## src/rtl/fifo_wr_arbiter.sv

```systemverilog
// Round-robin arbiter sharing one FIFO write port among N_REQ producers.
// A grant is held for at most BURST_LEN transfers. FIFO full stalls the owner
// without releasing the grant.
// Ports:
//   clk, rst_n : write-domain clock, asynchronous active-low reset
//   req_i      : per-producer request
//   data_i     : flattened producer data, slice i = data_i[i*W_DATA +: W_DATA]
//   full_i     : FIFO full flag
//   gnt_o      : one-hot ready to the owner (combinational, low while full)
//   push_o     : FIFO push strobe (combinational)
//   wdata_o    : FIFO write data, zero when not pushing (combinational)
//   owner_o    : current owner index (registered, valid when busy_o)
//   busy_o     : grant held (registered)
module fifo_wr_arbiter #(
  parameter int unsigned N_REQ     = 3,
  parameter int unsigned W_DATA    = 8,
  parameter int unsigned BURST_LEN = 4
) (
  input  logic                      clk,
  input  logic                      rst_n,
  input  logic [N_REQ-1:0]          req_i,
  input  logic [N_REQ*W_DATA-1:0]   data_i,
  input  logic                      full_i,
  output logic [N_REQ-1:0]          gnt_o,
  output logic                      push_o,
  output logic [W_DATA-1:0]         wdata_o,
  output logic [$clog2(N_REQ)-1:0]  owner_o,
  output logic                      busy_o
);

  localparam int unsigned OWN_W = $clog2(N_REQ);
  localparam int unsigned CNT_W = $clog2(BURST_LEN + 1);

  typedef enum logic {
    IDLE  = 1'b0,
    GRANT = 1'b1
  } state_e;

  state_e             state_q, state_d;
  logic [OWN_W-1:0]   owner_q, owner_d;
  logic [OWN_W-1:0]   last_q, last_d;
  logic [CNT_W-1:0]   cnt_q, cnt_d;

  logic               arb_vld;
  logic [OWN_W-1:0]   arb_idx;
  logic [OWN_W-1:0]   cand;
  logic               own_req;
  logic               xfer;
  logic               last_beat;

  // Round-robin pick: scan last+1 .. last (last itself is the final candidate).
  always_comb begin
    arb_vld = 1'b0;
    arb_idx = last_q;
    cand    = '0;
    for (int unsigned k = 1; k <= N_REQ; k++) begin
      cand = OWN_W'((32'(last_q) + k) % N_REQ);
      if (!arb_vld && req_i[cand]) begin
        arb_vld = 1'b1;
        arb_idx = cand;
      end
    end
  end

  assign own_req   = req_i[owner_q];
  assign xfer      = (state_q == GRANT) && own_req && !full_i;
  assign last_beat = (cnt_q == CNT_W'(BURST_LEN - 1));

  // State and arbitration registers.
  always_ff @(posedge clk or negedge rst_n) begin
    if (!rst_n) begin
      state_q <= IDLE;
      owner_q <= '0;
      last_q  <= OWN_W'(N_REQ - 1);
      cnt_q   <= '0;
    end else begin
      state_q <= state_d;
      owner_q <= owner_d;
      last_q  <= last_d;
      cnt_q   <= cnt_d;
    end
  end

  // Next-state: grant from idle, count beats, release and hand over with no bubble.
  always_comb begin
    state_d = state_q;
    owner_d = owner_q;
    last_d  = last_q;
    cnt_d   = cnt_q;
    case (state_q)
      IDLE: begin
        if (arb_vld) begin
          state_d = GRANT;
          owner_d = arb_idx;
          last_d  = arb_idx;
          cnt_d   = '0;
        end
      end
      GRANT: begin
        if (xfer) begin
          cnt_d = cnt_q + CNT_W'(1);
        end
        // Withdrawn owner has req low, so it is naturally excluded from the pick.
        if (!own_req || (xfer && last_beat)) begin
          cnt_d = '0;
          if (arb_vld) begin
            owner_d = arb_idx;
            last_d  = arb_idx;
          end else begin
            state_d = IDLE;
          end
        end
      end
      default: state_d = IDLE;
    endcase
  end

  // Write-port outputs follow full_i/req_i in the same cycle.
  always_comb begin
    gnt_o   = '0;
    push_o  = 1'b0;
    wdata_o = '0;
    if (state_q == GRANT) begin
      gnt_o[owner_q] = !full_i;
      push_o         = xfer;
      if (xfer) begin
        wdata_o = data_i[32'(owner_q) * W_DATA +: W_DATA];
      end
    end
  end

  assign busy_o  = (state_q == GRANT);
  assign owner_o = owner_q;

endmodule

```

## config.mk

```make
export PLATFORM = sky130hd
export DESIGN_NAME = fifo_wr_arbiter
export DESIGN_NICKNAME = d
export VERILOG_FILES = /design/src/rtl/fifo_wr_arbiter.sv
export SDC_FILE = /design/constraint.sdc
export NUM_CORES = 1
export LEC_CHECK = 0
export ABC_AREA = 1
export CAP_MARGIN = 20
export CORE_MARGIN = 1.5
export CORE_UTILIZATION = 44
export DETAILED_ROUTE_END_ITERATION = 16
export GPL_ROUTABILITY_DRIVEN = 0
export PLACE_DENSITY = 0.94
export SLEW_MARGIN = 10
export SYNTH_ARGS = -nofsm -noshare
export SYNTH_HDL_FRONTEND = slang
export SYNTH_SLANG_ARGS = --single-unit
```

## constraint.sdc

```tcl
create_clock -name clk -period 3.55 [get_ports clk]
set_clock_uncertainty 0.05 [all_clocks]
set_input_delay 0.71 -clock clk [delete_from_list [all_inputs] [get_ports clk]]
set_output_delay 0.71 -clock clk [all_outputs]
set_load 0.01 [all_outputs]
```

# ---- Yosys cells after proc, flatten, opt, wreduce, memory -nomap -nowiden
# Cells that the tools add are included.
dict set report classes {
  add_sub_neg 4
  multipliers 0
  div_mod_pow 3
  magnitude_cmp 5
  eq_ne 4
  shifts 1
  muxes 33
  bitwise_logic 2
  n_reduce_logical 12
}
# op count
set op_table {}
lappend op_table {{$mod A32 B2 Y32 const B} 3}
lappend op_table {{$shiftx A24 B6 Y8} 1}
lappend op_table {{$mux W8} 2}
lappend op_table {{$mux W2} 7}
lappend op_table {{$lt A2 B3 Y1 const B} 4}
lappend op_table {{$mux W3} 4}
lappend op_table {{$mux W1} 11}
lappend op_table {{$bmux W1 S2} 4}
lappend op_table {{$pmux W2 S2} 2}
lappend op_table {{$add A2 B2 Y3 const B} 2}
lappend op_table {{$logic_and A1 B1 Y1} 6}
lappend op_table {{$pmux W3 S2} 1}
lappend op_table {{$logic_not A1 Y1} 4}
lappend op_table {{$add A2 B1 Y3 const B} 1}
lappend op_table {{$add A3 B1 Y3 const B} 1}
lappend op_table {{$and A3 B3 Y3} 1}
lappend op_table {{$eq A3 B2 Y1 const B} 1}
lappend op_table {{$ne A3 B1 Y1 const B} 1}
lappend op_table {{$demux W1 S2} 1}
lappend op_table {{$ge A2 B1 Y1 const B} 1}
lappend op_table {{$ne A2 B1 Y1 const B} 1}
lappend op_table {{$ne A2 B2 Y1 const B} 1}
lappend op_table {{$pmux W1 S2} 1}
lappend op_table {{$reduce_and A2 Y1} 1}
lappend op_table {{other kinds (2)} 2}
dict set report totals {
  ff_bits 8
  latch_bits 0
  ramBits 0
  rom_bits 0
  word_cells 68
  memories 0
}

# ---- Longest topological paths before layout
dict set report depth {
  depth_word 14
  ltp_mapped 12
  mapped_depth_nobuf 12
}

# ---- Worst setup path after synthesis
# No wires, ideal clock.
dict set report synth_timing {
  kind {input port to output port}
  startpoint {input req_i[1]}
  endpoint {output wdata_o[0]}
  arrival_ns 1.298
  required_ns 2.790
  path_slack_ns 1.492
  path_stages 4
  n_path_buf 0
  cell_sequence {nand3_1 -> nand3_4 -> nand2_2 -> a31oi_1}
}
dict set report synth_between {
  elab_chain_cells 6
}
# item line
set synth_rtl {}
lappend synth_rtl {{start: declaration} 21} ;# input logic [N_REQ-1:0] req_i,
lappend synth_rtl {{$bmux W1 S2} 65} ;# assign own_req = req_i[owner_q];
lappend synth_rtl {{$mux W1 (not written as such)} 65}
lappend synth_rtl {{$logic_and A1 B1 Y1 (2 in series)} 66} ;# assign xfer = (state_q == GRANT) && own_req && !full_i;
lappend synth_rtl {{$mux W8} 126} ;# if (xfer) begin
lappend synth_rtl {{$mux W8} 123} ;# if (state_q == GRANT) begin
lappend synth_rtl {{end: declaration} 26} ;# output logic [W_DATA-1:0] wdata_o,
# Every way passes these cells. The select of a mux whose other input is x is not followed.

# ---- Worst setup path after layout
dict set report layout_timing {
  startpoint {input req_i[1]}
  endpoint {output wdata_o[4]}
}
# Same word-level chain as after synthesis.

==> flow_summary.yaml <==
sta:
  period_share: 0.922
  tightestPinTransition_ns: 0.376
  slew_viol_final: 0
  final-hold-violation-count: 0
  period_needed_ns: 3.27
  rsz0062_at_grt: "no"
  hold_ws_ns: 0.430
  setup_viol: 0
  max-slew-margin-rel: 0.749
  final.setup.tns_ns: 0
  fmax_mhz: 305
finish:
  most-common-layout-cells: "nand2_1, clkdlybuf4s50_1, inv_1"
  layout.nets: 228
  drive_gt1_frac: 0.147
  area_growth_syn_to_layout_pct: 51.7
  antenna_cells: 0
  final_common_cell: "nand2_1"
route:
  drt_iter0_drc: 22
  drt_wl_total_um: 2450
  vias_per_cell: 5.02
  firstDrtPassIters: 4
  final_antenna_net_count: 0
  vias: 1094
  wire_per_inst_um: 11.2
  drc: 0
cts:
  post-cts-setup-buffers: 0
  hold_buffers: 0
  cts.sinks: 7
  cts_htree_levels: 1
  root_buffer: "clkbuf_4"
  ctsResizeCount: 0
  clk_path_buf_depth: 2
  numCtsBuffers: 3
  clk_latency_ns: 0.24
  cts_tree: "yes"
  clkSlewWorstSetupHoldPaths_ns: 0.05
floorplan:
  start_util: 0.470
  num_rows: 16
  dieHeight_um: 49.0
  die_area_um2: 2400
  io_pins: 45
  die_x_um: 49.0
  core_area_um2: 1980
power_and_ir_drop:
  combPwrFrac: 0.766
  p_leak_nw: 0.667
  p_sw_w: 0.000546
  p_seq_frac: 0.167
  sw_frac_of_total: 0.527
  ir_drop_mv: 0.412
  power_density_nw_per_um2: 733
  p_int_w: 0.000490
  clkPwrFrac: 0.066
global_routing:
  antenna_found_initial: 0
  grt_pass1_wl_um: 4150
  grt_usage: 0.212
  grt_pass1_vias: 1011
  grt.met2_usage: 0.381
  top_usage_layer: "met2"
  grt_use_met3: 0.0368
  overflow: 0
  grtUsageMet1: 0.249
  grt_max_degree: 10
worst_setup_path:
  r2r_cells: 11
  path_cells: "clkdlybuf4s50_1, nand3_1, nand3_4, nand2_2, a31oi_1, clkdlybuf4s50_1"
  crit_top_cell: "clkdlybuf4s50_1"
  required_ns: 2.79
  rr_startpoint: "last_q[0]$_DFFE_PN0P_"
  cpPeakStageDelay_ns: 0.61
  worstPathArrival_ns: 2.51
  rr_endpoint: "owner_o[1]$_DFFE_PN0P_"
  crit_cells: 6
  end_kind: "output pin"
  crit_family: "buffers and inverters"
  crit_path_start_kind: "input port"
  critPathMaxFanout: 9
  reg2reg_slack_ns: 1.54
  critPathKind: "input port to output pin"
  crit_end: "wdata_o[4]"
  cp_num_buf_inv: 2
  cp_slowest_cell: "clkdlybuf4s50_1"
  crit_start: "req_i[1]"
synthesis:
  synth_cell_types: 22
  ys_seq_area_frac: 0.189
  synthCells: 145
  synth.top_cell.area_share: 0.217
  syn_nets: 181
  syn-cell-area_um2: 932
  ys_ff_latch: 7
  synthTopCellsByArea: "nand2_1, dfrtp_1, ha_1, nand3_1, a31oi_1"
  ys_warn_count: 0
  avgSynthCellArea_um2: 6.43
  yosysTopAreaCell: "nand2_1"
run:
  cap_viol_max_count: 0
placement:
  port_buffers: 44
  hpwlAfterDp_um: 2010
worst_hold_path:
  hp-class: "flip-flop to flip-flop"
run_status:
  outcome: "finished clean"
## power groups by stage
stage               Sequential [W]   Clock, W  Combinational, W
floorplan                 0.000158          0          0.000585
global placement          0.000172          0          0.000771
detailed placement        0.000175          0          0.000792
CTS                       0.000174  0.0000723          0.000796
global route              0.000180  0.0000768          0.000888
finish                    0.000173  0.0000689          0.000794
## how the worst min path moves through the flow
stage                                    start                    to  slack (ns)  depth (start not counted)
final                     cnt_q[1]$_DFFE_PN0P_  cnt_q[1]$_DFFE_PN0P_        0.43                          2
after global routing      cnt_q[2]$_DFFE_PN0P_  cnt_q[2]$_DFFE_PN0P_        0.47                          2
after CTS                 cnt_q[1]$_DFFE_PN0P_  cnt_q[1]$_DFFE_PN0P_        0.43                          2
after detailed placement  cnt_q[1]$_DFFE_PN0P_  cnt_q[1]$_DFFE_PN0P_        0.42                          2
after global placement    cnt_q[2]$_DFFE_PN0P_  cnt_q[2]$_DFFE_PN0P_        0.41                          2
after floorplan                          rst_n      busy_o$_DFF_PN0_        0.36                          0
## Yosys cell counts (all sizes together)
cell   count
a31oi      9
buf        2
dfrtp      6
dfstp      1
ha         6
inv       19
nand2     64
nand3     18
nand4      1
nor2      12
nor3       3
o21ai      4
## cells by family (layout without fill, tap and decap cells)
| logic type | Yosys count | in the layout | share of synthesized area |
|---|---|---|---|
| buffers and inverters | 21 | 67 | 0.0993 |
| DFF | 7 | 7 | 0.189 |
| and+or+nand+nor | 98 | 98 | 0.549 |
| adders and majority gates | 6 | 6 | 0.0805 |
| AOI/OAI and AO/OA | 13 | 13 | 0.0819 |
## sequential cells by signal, summed over array words and instances, names as in the netlist
signal and flops:
owner_o 1, cnt_q 3, busy_o 1, last_q 2
## worst min-delay path: stages, from the launching register on
cell and delay (ns):
dfrtp_1 0.34, nand2_1 0.05, nand2_1 0.05
## through the flow
step	worst slack (ns)	cell area, um^2	utilization	instances	power (W)
after floorplan	1.49	932	-	145	0.000743
after global placement	0.368	1390	0.700	214	0.000943
after detailed placement	0.272	1390	0.700	214	0.000967
after CTS	0.274	1410	0.713	218	0.00104
after global routing	0.180	1410	0.713	218	0.00114
final	0.276	1410	0.713	218	0.00104
## cell type report
class	instances	area, um^2
Tap cell	27	33.8
Sequential cell	7	176
Inverter	19	73.8
Timing Repair Buffer	44	440
Multi-Input combinational cell	117	663
Fill cell	137	568
Clock buffer	4	26.3
## routing by layer
layer | vias up | wire, um
met1 | 493 | 1150
met5 | - | 0
li1 | 560 | -
met4 | 0 | 10
met2 | 39 | 1140
met3 | 2 | 146
Note: power is estimated with default switching activity, not from simulation.
==> RTL edit 1, RTL diff (same settings) <==
Make the reset (`rst_n`) synchronous in one clocked block. Comments in the files are not updated.
--- a/src/rtl/fifo_wr_arbiter.sv
+++ b/src/rtl/fifo_wr_arbiter.sv
@@ -67,7 +67,7 @@
   assign last_beat = (cnt_q == CNT_W'(BURST_LEN - 1));
 
   // State and arbitration registers.
-  always_ff @(posedge clk or negedge rst_n) begin
+  always_ff @(posedge clk) begin
     if (!rst_n) begin
       state_q <= IDLE;
       owner_q <= '0;
Formal check against the unedited RTL: differs if rst_n is asserted again (counterexample within 4 cycles, from zero or initial values and one cycle with rst_n low); with rst_n held inactive, the same outputs for 10 cycles.
==> RTL edit 1 against the unedited design <==
Fmax decreased by 2.6%. Wire length increased by 13%. Sequential cell count unchanged. Die area decreased by 4.5%. Count of clock-buffer cells in the layout unchanged. Cell count decreased by 1.4%. Combinational power decreased by 27%. Total power decreased by 24%. Sequential power decreased by 21%. Synthesized area decreased by 4.8%. Worst setup slack got worse by 89 ps. Critical path depth increased by 2. Cell area decreased by 3.2%. Critical endpoint is now wdata_o[1]. Largest cell class unchanged.
==> RTL edit 1: results (changes against the unedited design) <==
Run status
  – Status: complete, no violations (unchanged)

Synth
  – Post-synth ARST share: 0 (was 1.00)
  – Synth cell count leaders: 45 x nand2_1, 16 x inv_1, 13 x nand3_1 (was 54 x nand2_1, 14 x inv_1, 12 x nand3_1)
  – Mapped Nets: 178 (was 181)
  – Ys flop type: dfxtp_1 (was dfrtp_1)
  – Seq/Total Area, Yosys: 0.158 (was 0.189)
  – Distinct cells, synth: 21 (was 22)
  – Synth area leaders: nand2_1 19%, dfxtp_1 16%, ha_1 8.5% (was nand2_1 22%, dfrtp_1 16%, ha_1 8.1%)

Routing
  – Pre-Repair DR Iteration Count: 4 (unchanged)
  – Drt total wl: 2.76 mm (was 2.45 mm)
  – Via count: 1105 (was 1094)
  – Initial DRC Count: 26 (was 22)

Global route
  – Vias in the first global route: 983 (was 1011)
  – Largest net degree at the start of global routing: 10 (unchanged)
  – Global-route wire length before repair: 3.97 mm (was 4.15 mm)
  – Total track usage: 0.247 (was 0.212)

Pwr
  – Leak: 0.603 nW (was 0.667 nW)
  – Worst vdd ir: 369 uV (was 412 uV)

Worst setup path
  – Worst reg2reg setup slack: 1370 ps (was 1540 ps)
  – CP max FO: 9 (unchanged)
  – Worst r2r src: last_q[0] (unchanged)
  – R2R depth: 10 (was 11)
  – Arr. time, crit path: 2600 ps (was 2510 ps)

Clock tree
  – Gates resized, CTS repair: 0 (unchanged)
  – Clock buffer depth: 2 (unchanged)
  – Clock root buffer: clkbuf_4 (unchanged)
  – Post-CTS Setup Bufs: 0 (unchanged)

Cells and area
  – Filler Cells Inserted: 153 (was 137)
  – Layout cell share with drive strength beyond 1: 0.133 (was 0.147)
  – Final nets: 225 (was 228)

Placed design
  – DP HPWL: 2.32 mm (was 2.01 mm)
  – Placed Area: 1340 sq um (was 1390 sq um)
  – IO buf count: 44 (unchanged)

Worst hold path
  – Hold Crit Class: flop to flop (unchanged)
  – Min-delay src: cnt_q[2] (was cnt_q[1])

STA
  – Slew @ Worst Pin: 554 ps (was 376 ps)
-- RTL edit 1: cell types whose count changed in the layout (fill, tap and decap cells not counted), sizes merged --
cell | before | now
inv | 19 | 20
dfrtp | 6 | 0
nor3 | 3 | 4
nand2 | 64 | 54
nand3 | 18 | 19
o21ai | 4 | 3
nor2 | 12 | 10
dfstp | 1 | 0
a21oi | 0 | 7
dfxtp | 0 | 7
-- RTL edit 1: tightest hold or removal path, stage by stage (launching register included) --
cell and delay (ps):
dfxtp_1 310, nand2_1 60, a21oi_1 50
-- RTL edit 1: cell families (layout without fill, tap and decap cells) --
| group | count (synthesis) | after routing | synth area share |
|---|---|---|---|
| simple gates | 88 | 88 | 0.523 |
| buf+inv | 22 | 68 | 0.106 |
| fa+ha+maj | 6 | 6 | 0.0846 |
| compound gates | 19 | 19 | 0.128 |
| flops | 7 | 7 | 0.158 |
-- RTL edit 1: layout make-up --
| type | instances | area, sq um | share of cell area |
|---|---|---|---|
| clock buffer | 4 | 26.3 | 0.0192 |
| inverter | 20 | 75.1 | 0.0548 |
| multi-input combinational | 113 | 653 | 0.477 |
| sequential | 7 | 140 | 0.102 |
| tap | 27 | 33.8 | 0.0247 |
| timing repair buffer | 44 | 440 | 0.322 |
-- RTL edit 1: power breakdown --
part / switching, mW / total (mW) / internal [mW] / leakage [nW]
logic: 0.348 / 0.580 / 0.232 / 0.530
clock network: 0.0282 / 0.0710 / 0.0428 / 0.0150
registers: 0.0370 / 0.136 / 0.0992 / 0.0576
-- RTL edit 1: per-stage QoR --
step | hold WS (ps) | cells | setup WS [ps]
finish | 425 | 215 | 188
global route | 463 | 215 | 76.9
CTS | 428 | 215 | 221
detailed placement | 420 | 211 | 224
global placement | 402 | 211 | 304
floorplan | 389 | 142 | 1400
-- RTL edit 1: metal layers --
metal  vias up  global-route usage  wire [microns]
met1       506               0.257            1120
met5         -                   0               0
met2        37               0.485            1420
met3         4              0.0491             200
met4         0              0.0757              27
li1        558                   -               -
-- RTL edit 1: worst paths after layout --
kind,end
min reg2reg,cnt_q[2]
max reg2reg,last_q[0]
min,cnt_q[2]
max,wdata_o[1]
==> RTL edit 2, RTL diff (config.mk and constraints unchanged) <==
Made on the original files. The parameter `BURST_LEN` goes from 4 to 2.
--- a/src/rtl/fifo_wr_arbiter.sv
+++ b/src/rtl/fifo_wr_arbiter.sv
@@ -14,7 +14,7 @@
 module fifo_wr_arbiter #(
   parameter int unsigned N_REQ     = 3,
   parameter int unsigned W_DATA    = 8,
-  parameter int unsigned BURST_LEN = 4
+  parameter int unsigned BURST_LEN = 2
 ) (
   input  logic                      clk,
   input  logic                      rst_n,
Check against the original RTL: not equivalent (a bounded check fails within 4 cycles, from zero or initial values and one cycle with rst_n low).
==> RTL edit 2 against the unedited design <==
Total power is 0.31% higher. Worst setup slack improved by 60 ps. Sequential cell count is 1 lower. Wire length is 4.8% lower. Largest cell class unchanged. Clock power decreased by 0.9%. Cell area decreased by 4.2%. Synthesized area decreased by 4.0%.
==> RTL edit 2: results (changes against the unedited design) <==
Global route
  – Global-route wire length before repair: 3.48 mm (was 4.15 mm)
  – Vias in the first global route: 889 (was 1011)
  – Total track usage: 0.212 (about the same)

STA
  – Slew @ Worst Pin: 504 ps (was 376 ps)

Cells and area
  – Final nets: 214 (was 228)
  – Top flop regs: cnt_q: 2 flops, last_q: 2 flops (was cnt_q: 3 flops, last_q: 2 flops)
  – Layout cell share with drive strength beyond 1: 0.184 (was 0.147)

Worst hold path
  – Min-delay src: cnt_q[1] (unchanged)
  – Worst hold path depth: 2 (unchanged)

Routing
  – Initial DRC Count: 15 (was 22)
  – Vias per cell: 4.91 (was 5.02)
  – Via count: 1012 (was 1094)

Clock tree
  – Clock buffer depth: 2 (unchanged)
  – CTS buffer count: 3 (unchanged)

Synth
  – Mapped Nets: 169 (was 181)
  – Seq/Total Area, Yosys: 0.169 (was 0.189)
  – Synth area leaders: nand2_1 21%, dfrtp_1 14%, nand3_1 9.0% (was nand2_1 22%, dfrtp_1 16%, ha_1 8.1%)
  – Syn Inst Count: 135 (was 145)
  – Synth cell count leaders: 49 x nand2_1, 16 x nand3_1, 10 x inv_1 (was 54 x nand2_1, 14 x inv_1, 12 x nand3_1)

Pwr
  – Internal Power: 0.484 mW (was 0.490 mW)
  – Worst vdd ir: 712 uV (was 412 uV)
  – Leak: 0.614 nW (was 0.667 nW)
  – NetSw: 0.555 mW (was 0.546 mW)
  – Power Sequential: 0.166 mW (was 0.173 mW)

Worst setup path
  – Arr. time, crit path: 2450 ps (was 2510 ps)
  – Worst reg2reg setup slack: 1420 ps (was 1540 ps)

Run status
  – Status: complete, no violations (unchanged)

Placed design
  – DP HPWL: 1.95 mm (was 2.01 mm)
-- RTL edit 2: area by class of cell --
class / instances / area [sq um]
Multi-Input combinational cell: 108 / 633
Fill cell: 171 / 588
Timing Repair Buffer: 44 / 440
Sequential cell: 6 / 151
Inverter: 17 / 68.8
Tap cell: 27 / 33.8
Clock buffer: 4 / 26.3
-- RTL edit 2: worst min-delay path: cells and delay by family (launching register included) --
family,cells,cell delay [ps]
DFF,1,340
and+or+nand+nor,2,110
-- RTL edit 2: per-layer routing --
layer,part of all wire,up-vias,GRT usage
met5,0,-,0
met3,0.088,2,0.0370
li1,-,526,-
met2,0.50,37,0.387
met4,0.0099,0,0.0973
met1,0.41,447,0.239
-- RTL edit 2: through the flow --
stage	hold WS [ps]	instance area, sq um	worst slack [ps]	utilization
5_1_grt	477	1350	215	0.697
3_3_place_gp	406	1330	391	0.684
6_report	432	1350	336	0.697
2_1_floorplan	364	895	1510	-
3_5_place_dp	418	1330	332	0.684
4_1_cts	428	1350	342	0.697
-- RTL edit 2: cells by family (layout without fill, tap and decap cells) --
| family | count (synthesis) | count (layout) | share of synthesized area |
|---|---|---|---|
| DFF | 6 | 6 | 0.169 |
| and+or+nand+nor | 93 | 93 | 0.571 |
| AOI/OAI and AO/OA | 11 | 11 | 0.0811 |
| buffers and inverters | 21 | 65 | 0.123 |
| adders and majority gates | 4 | 4 | 0.0559 |
-- RTL edit 2: how the worst max path moves through the flow --
stage / startpoint / end / slack (ps)
after floorplan: req_i[1] / wdata_o[0] / 1510
after detailed placement: req_i[2] / wdata_o[0] / 330
final: req_i[2] / wdata_o[0] / 340
after CTS: req_i[2] / wdata_o[0] / 340
after global placement: req_i[2] / wdata_o[5] / 390
after global routing: req_i[2] / wdata_o[5] / 210
